**src/rtl/rv32i_pkg.sv**
```systemverilog
// Shared RV32I definitions for the execute-stage branch logic: branch funct3
// encodings, the default datapath width and the control-transfer op type.
package rv32i_pkg;

  localparam int XLEN_DEFAULT = 32;

  localparam logic [2:0] F3_BEQ  = 3'b000;
  localparam logic [2:0] F3_BNE  = 3'b001;
  localparam logic [2:0] F3_BLT  = 3'b100;
  localparam logic [2:0] F3_BGE  = 3'b101;
  localparam logic [2:0] F3_BLTU = 3'b110;
  localparam logic [2:0] F3_BGEU = 3'b111;

  typedef enum logic [1:0] {
    OP_NONE,
    OP_BRANCH,
    OP_JAL,
    OP_JALR
  } op_e;

endpackage

```
**src/rtl/branch_cond.sv**
```systemverilog
// Combinational branch condition evaluation from the raw operands; funct3
// codes 010/011 are reserved and reported as illegal (never taken).
module branch_cond
  import rv32i_pkg::*;
#(
  parameter int XLEN = XLEN_DEFAULT
) (
  input  logic [XLEN-1:0] rs1_i,
  input  logic [XLEN-1:0] rs2_i,
  input  logic [2:0]      funct3_i,
  output logic            taken_o,
  output logic            illegal_o
);

  logic signed [XLEN-1:0] rs1_s;
  logic signed [XLEN-1:0] rs2_s;
  logic                   eq;
  logic                   lt_s;
  logic                   lt_u;

  assign rs1_s = rs1_i;
  assign rs2_s = rs2_i;
  assign eq    = (rs1_i == rs2_i);
  assign lt_s  = (rs1_s < rs2_s);
  assign lt_u  = (rs1_i < rs2_i);

  always_comb begin
    taken_o   = 1'b0;
    illegal_o = 1'b0;
    case (funct3_i)
      F3_BEQ:  taken_o = eq;
      F3_BNE:  taken_o = !eq;
      F3_BLT:  taken_o = lt_s;
      F3_BGE:  taken_o = !lt_s;
      F3_BLTU: taken_o = lt_u;
      F3_BGEU: taken_o = !lt_u;
      default: illegal_o = 1'b1;
    endcase
  end

endmodule

```
**src/rtl/branch_unit.sv**
```systemverilog
// Execute-stage branch/jump resolution: target and link generation, prediction
// check with a one-cycle flush strobe, optional output register, perf counters.
module branch_unit
  import rv32i_pkg::*;
#(
  parameter int XLEN  = XLEN_DEFAULT,
  parameter int PIPE  = 1,
  parameter int CNT_W = 16
) (
  input  logic             clk_i,
  input  logic             rst_i,
  input  logic             valid_i,
  output logic             ready_o,
  input  logic             branch_i,
  input  logic             jump_i,
  input  logic             jalr_i,
  input  logic [2:0]       funct3_i,
  input  logic [XLEN-1:0]  rs1_i,
  input  logic [XLEN-1:0]  rs2_i,
  input  logic [XLEN-1:0]  pc_i,
  input  logic [XLEN-1:0]  imm_i,
  input  logic             pred_taken_i,
  input  logic [XLEN-1:0]  pred_target_i,
  output logic             valid_o,
  input  logic             ready_i,
  output logic             take_branch_o,
  output logic [XLEN-1:0]  redirect_pc_o,
  output logic [XLEN-1:0]  link_o,
  output logic             mispredict_o,
  output logic             flush_o,
  output logic             misalign_o,
  output logic             illegal_o,
  input  logic             clr_cnt_i,
  output logic [CNT_W-1:0] branch_cnt_o,
  output logic [CNT_W-1:0] mispredict_cnt_o
);

  typedef struct packed {
    logic            take;
    logic [XLEN-1:0] redirect;
    logic [XLEN-1:0] link;
    logic            mispredict;
    logic            misalign;
    logic            illegal;
    logic            counted;
  } res_t;

  function automatic logic [CNT_W-1:0] sat_inc(input logic [CNT_W-1:0] v);
    return (&v) ? v : v + CNT_W'(1);
  endfunction

  op_e             op_c;
  logic            cond_taken;
  logic            cond_illegal;
  logic [XLEN-1:0] pc_plus4;
  logic [XLEN-1:0] pc_target;
  logic [XLEN-1:0] jalr_sum;
  logic [XLEN-1:0] target;
  res_t            res_c;
  res_t            res_o;
  logic            hs;
  logic [CNT_W-1:0] bcnt_q, bcnt_d;
  logic [CNT_W-1:0] mcnt_q, mcnt_d;

  branch_cond #(.XLEN(XLEN)) u_cond (
    .rs1_i     (rs1_i),
    .rs2_i     (rs2_i),
    .funct3_i  (funct3_i),
    .taken_o   (cond_taken),
    .illegal_o (cond_illegal)
  );

  always_comb begin
    op_c = OP_NONE;
    if (jump_i) begin
      op_c = jalr_i ? OP_JALR : OP_JAL;
    end else if (branch_i) begin
      op_c = OP_BRANCH;
    end
  end

  assign pc_plus4  = pc_i + XLEN'(4);
  assign pc_target = pc_i + imm_i;
  assign jalr_sum  = rs1_i + imm_i;

  // Resolution: a misaligned or illegal op goes to the trap path, so it must
  // neither flag a mispredict nor redirect the front end.
  always_comb begin
    res_c      = '0;
    target     = pc_target;
    res_c.link = pc_plus4;
    case (op_c)
      OP_BRANCH: begin
        res_c.take    = cond_taken;
        res_c.illegal = cond_illegal;
      end
      OP_JAL:  res_c.take = 1'b1;
      OP_JALR: begin
        res_c.take = 1'b1;
        target     = jalr_sum & ~XLEN'(1);
      end
      default: ;
    endcase
    res_c.redirect   = res_c.take ? target : pc_plus4;
    res_c.misalign   = res_c.take && target[1];
    res_c.mispredict = !res_c.misalign && !res_c.illegal &&
                       ((res_c.take != pred_taken_i) ||
                        (res_c.take && pred_taken_i && (target != pred_target_i)));
    res_c.counted    = (op_c != OP_NONE) && !res_c.illegal;
  end

  if (PIPE != 0) begin : g_pipe
    logic vld_q, vld_d;
    res_t res_q, res_d;

    assign ready_o = !vld_q || ready_i;

    always_comb begin
      vld_d = vld_q;
      res_d = res_q;
      if (valid_i && ready_o) begin
        vld_d = 1'b1;
        res_d = res_c;
      end else if (ready_i) begin
        vld_d = 1'b0;
      end
    end

    // Output register stage boundary
    always_ff @(posedge clk_i) begin
      if (rst_i) begin
        vld_q <= 1'b0;
        res_q <= '0;
      end else begin
        vld_q <= vld_d;
        res_q <= res_d;
      end
    end

    assign valid_o = vld_q;
    assign res_o   = res_q;
  end else begin : g_comb
    assign valid_o = valid_i;
    assign ready_o = ready_i;
    assign res_o   = res_c;
  end

  assign hs      = valid_o && ready_i;
  assign flush_o = hs && res_o.mispredict && !rst_i;

  always_comb begin
    bcnt_d = bcnt_q;
    mcnt_d = mcnt_q;
    if (clr_cnt_i) begin
      bcnt_d = '0;
      mcnt_d = '0;
    end else begin
      if (hs && res_o.counted) bcnt_d = sat_inc(bcnt_q);
      if (flush_o)             mcnt_d = sat_inc(mcnt_q);
    end
  end

  always_ff @(posedge clk_i) begin
    if (rst_i) begin
      bcnt_q <= '0;
      mcnt_q <= '0;
    end else begin
      bcnt_q <= bcnt_d;
      mcnt_q <= mcnt_d;
    end
  end

  assign take_branch_o    = res_o.take;
  assign redirect_pc_o    = res_o.redirect;
  assign link_o           = res_o.link;
  assign mispredict_o     = res_o.mispredict;
  assign misalign_o       = res_o.misalign;
  assign illegal_o        = res_o.illegal;
  assign branch_cnt_o     = bcnt_q;
  assign mispredict_cnt_o = mcnt_q;

endmodule

```
**config.mk**
```make
export PLATFORM = sky130hd
export DESIGN_NAME = branch_unit
export DESIGN_NICKNAME = d
export VERILOG_FILES = /design/src/rtl/rv32i_pkg.sv /design/src/rtl/branch_cond.sv /design/src/rtl/branch_unit.sv
export SDC_FILE = /design/constraint.sdc
export NUM_CORES = 1
export LEC_CHECK = 0
export CAP_MARGIN = 20
export CORE_MARGIN = 1.5
export CORE_UTILIZATION = 40
export CTS_CLUSTER_DIAMETER = 150
export DETAILED_ROUTE_END_ITERATION = 7
export DONT_BUFFER_PORTS = 1
export GPL_ROUTABILITY_DRIVEN = 0
export PLACE_DENSITY = 0.52
export SKIP_LAST_GASP = 1
export SLEW_MARGIN = 25
export SYNTH_ARGS = -nofsm -noshare
export SYNTH_HDL_FRONTEND = slang
export SYNTH_HIERARCHICAL = 1
export SYNTH_SLANG_ARGS = --single-unit
```
**constraint.sdc**
```tcl
create_clock -name clk_i -period 6.5 [get_ports clk_i]
set_clock_uncertainty 0.15 [all_clocks]
set_input_delay 1.3 -clock clk_i [delete_from_list [all_inputs] [get_ports clk_i]]
set_output_delay 1.3 -clock clk_i [all_outputs]
set_load 0.1 [all_outputs]
```
==> flow_metrics.env <==
export IMPL_drc=0
export IMPL_finalHoldViolations=0
export IMPL_synth_top_area_share_pct=18.8
export IMPL_synth_area_top_cells="dfxtp_1, ha_1, xnor2_1"
export IMPL_setup_viol=0
export IMPL_post_cts_setup_buffers=0
export IMPL_overflow=0
export IMPL_async_flop_share_pct=0
export IMPL_syn_instance_count=1459
export IMPL_die_h_um=168
export IMPL_grt_pass1_wl_mm=53.2
export IMPL_ant_nets=0
export IMPL_tritoncts="yes"
export IMPL_nets=1619
export IMPL_worst_path_largest_cell_delay_ns=0.51
export IMPL_synth_most_common_cell="nor2_1"
export IMPL_antenna_found_initial=1
export IMPL_synth_common_cells="nor2_1, nand2_1, a21oi_1"
export IMPL_htree_levels=3
export IMPL_cap_viol_max_count=0
export IMPL_crit_chain="inv_1 -> ha_1 -> a21oi_1 -> o21ai_1 -> a221oi_2 -> o22ai_1 -> or4_1 -> a31o_1 -> a21oi_2 -> inv_1 -> ha_1 -> a211oi_1 -> nand3_1 -> nor4_1 -> or3b_1 -> nor4_1 -> o2111ai_1 -> nor4_2 -> a41oi_1"
export IMPL_fp_dieArea_um2=28100
export IMPL_area_growth_pct=0.704
export IMPL_cts_resized=0
export IMPL_fillerInstances=2826
export IMPL_leakage_uw=0.00434
export IMPL_total_power_uw=2300
export IMPL_drive_above_1_share_pct=4.95
export IMPL_ctsHoldBuffers=0
export IMPL_track_usage_pct=24.3
export IMPL_synth_edf_count=0
export IMPL_final_area_um2=10900
export IMPL_period_minus_slack_ns=5.58
export IMPL_crit_slowest_cell="or4_1"
export IMPL_seq_area_frac_synth_pct=18.8
export IMPL_grt_pass1_vias=9268
export IMPL_core_area_um2=26800
export IMPL_io_pins=275
export IMPL_postSynthAreaPerCell_um2=7.43
export IMPL_final_max_slew_viol_count=0
export IMPL_cts_sinks=102
export IMPL_clock_path_buffers=2
export IMPL_tightest_slew_ns=1.10
export IMPL_path_clk_slew_ns=0.07
export IMPL_port_buffers=0
export IMPL_worstSkewPairLatency_ns=0.34
export IMPL_ir_worst_vdd_v=0.000114
export IMPL_hpwl_mm=29.3
export IMPL_crit_arrival_ns=5.65
export IMPL_initial_core_util_pct=40.4
export IMPL_startpoint_type="input port"
export IMPL_die_width_um=168
export IMPL_synthFlopType="dfxtp_1"
export IMPL_root_buffer="clkbuf_16"
export IMPL_rsz0062_at_grt="false"
export IMPL_yosys_cell_types_count=86
export IMPL_yosys_warnings=6
export IMPL_first_pass_iters=5
export IMPL_synth_net_count=1730
export IMPL_via_per_inst=5.87
export IMPL_crit_path_end_kind="register"
export IMPL_synth_largest_area_cell="dfxtp_1"
export IMPL_outcome="completed"
export IMPL_wl_per_cell_um=20.7
export IMPL_crit_fanout=2
export IMPL_slew_headroom_pct=26.3
export IMPL_vias=9954
export IMPL_grt_max_degree=81
export IMPL_min_path_type="register to register"
export IMPL_max_freq_mhz=179
export IMPL_hold_ws_ns=0.353
export IMPL_synth_seq_cells=102
export IMPL_dpl_cell_area_um2=10600
export IMPL_first_iter_violations=535
export IMPL_setup_tns_ns=0
export IMPL_syn_area_um2=10800
export IMPL_totalWireLength_mm=35.1
export IMPL_critPathRequiredTime_ns=6.57
export IMPL_powerDensity_nw_per_um2=211
export IMPL_worstSetupPathType="input port to register"
export IMPL_cts_buffers=9
export IMPL_rows=60
export IMPL_fin_crit_sh_pct=85.9
flip-flops by register name, summed over array words and instances, names as in the netlist:
register and flops:
link_o 32, redirect_pc_o 32, branch_cnt_o 16, mispredict_cnt_o 16, g_pipe.res_q 1, illegal_o 1, misalign_o 1, mispredict_o 1
take_branch_o 1, valid_o 1
worst max-delay path: cells and delay by family:
| kind | cells | cell delay [ns] |
|---|---|---|
| adders and majority gates | 2 | 0.56 |
| AOI/OAI and AO/OA | 9 | 1.76 |
| buffers and inverters | 2 | 0.09 |
| and+or+nand+nor | 6 | 1.93 |
layout by cell type (no fill, tap or decap), types with 14 or more instances in the layout:
cell type and n:
a211oi_1 51, a21o_1 30, a21oi_1 116, a31oi_1 14, and3_1 17, dfxtp_1 100
ha_1 97, inv_1 57, mux2i_1 15, nand2_1 141, nand3_1 53, nand4_1 36
nor2_1 155, nor3_1 34, o211ai_1 21, o21ai_0 49, o21ai_1 18, xnor2_1 70
xor2_1 66
final timing paths:
path / startpoint / end / slack, ns / depth (start not counted)
worst min-delay path: g_pipe.res_q[0] / g_pipe.res_q[0] / 0.35 / 2
worst max-delay path: rs2_i[21] / mispredict_o / 0.92 / 19
worst max register to register: valid_o / mispredict_o / 2.87 / 11
worst min register to register: g_pipe.res_q[0] / g_pipe.res_q[0] / 0.35 / 2
per-stage QoR:
stage                     utilization (%)  instances  setup slack (ns)
final                                40.7       1695             0.917
after global routing                 40.7       1695             0.608
after CTS                            40.7       1694             0.841
after detailed placement             39.6       1678             0.505
after global placement               39.6       1678             0.618
after floorplan                         -       1459             0.866
report_power, final:
part           switching, uW  internal, uW  total (uW)
Clock                    250           304         554
Combinational            473           314         787
Sequential               295           661         956
cells by family (layout without fill, tap and decap cells):
group	Yosys count	count (layout)	synth area share (%)
and+or+nand+nor	524	524	23.2
buffers and inverters	188	82	8.79
xor gates and xnor gates	139	139	11.6
DFF	102	102	18.8
AOI/OAI and AO/OA	390	390	24.4
other	0	1	0
muxes	17	17	1.59
adders and majority gates	99	99	11.6
layout make-up:
class | count | area, um2 | share of cell area (%)
inverters | 57 | 214 | 1.96
diodes | 1 | 2.50 | 0.0229
well taps | 341 | 427 | 3.91
flip-flops and latches | 102 | 2040 | 18.7
clock inverters | 7 | 80.1 | 0.734
repair buffers | 9 | 67.6 | 0.619
multi-input cells | 1169 | 7850 | 72.0
clock buffers | 9 | 225 | 2.06
routing by layer:
layer	wire length [um]	vias up	global-route usage [%]
met2	15600	340	39.3
met4	855	0	6.82
met5	0	-	0
li1	-	4975	-
met3	2790	35	5.81
met1	15800	4604	32.0
Note: power is estimated with default switching activity, not from simulation.
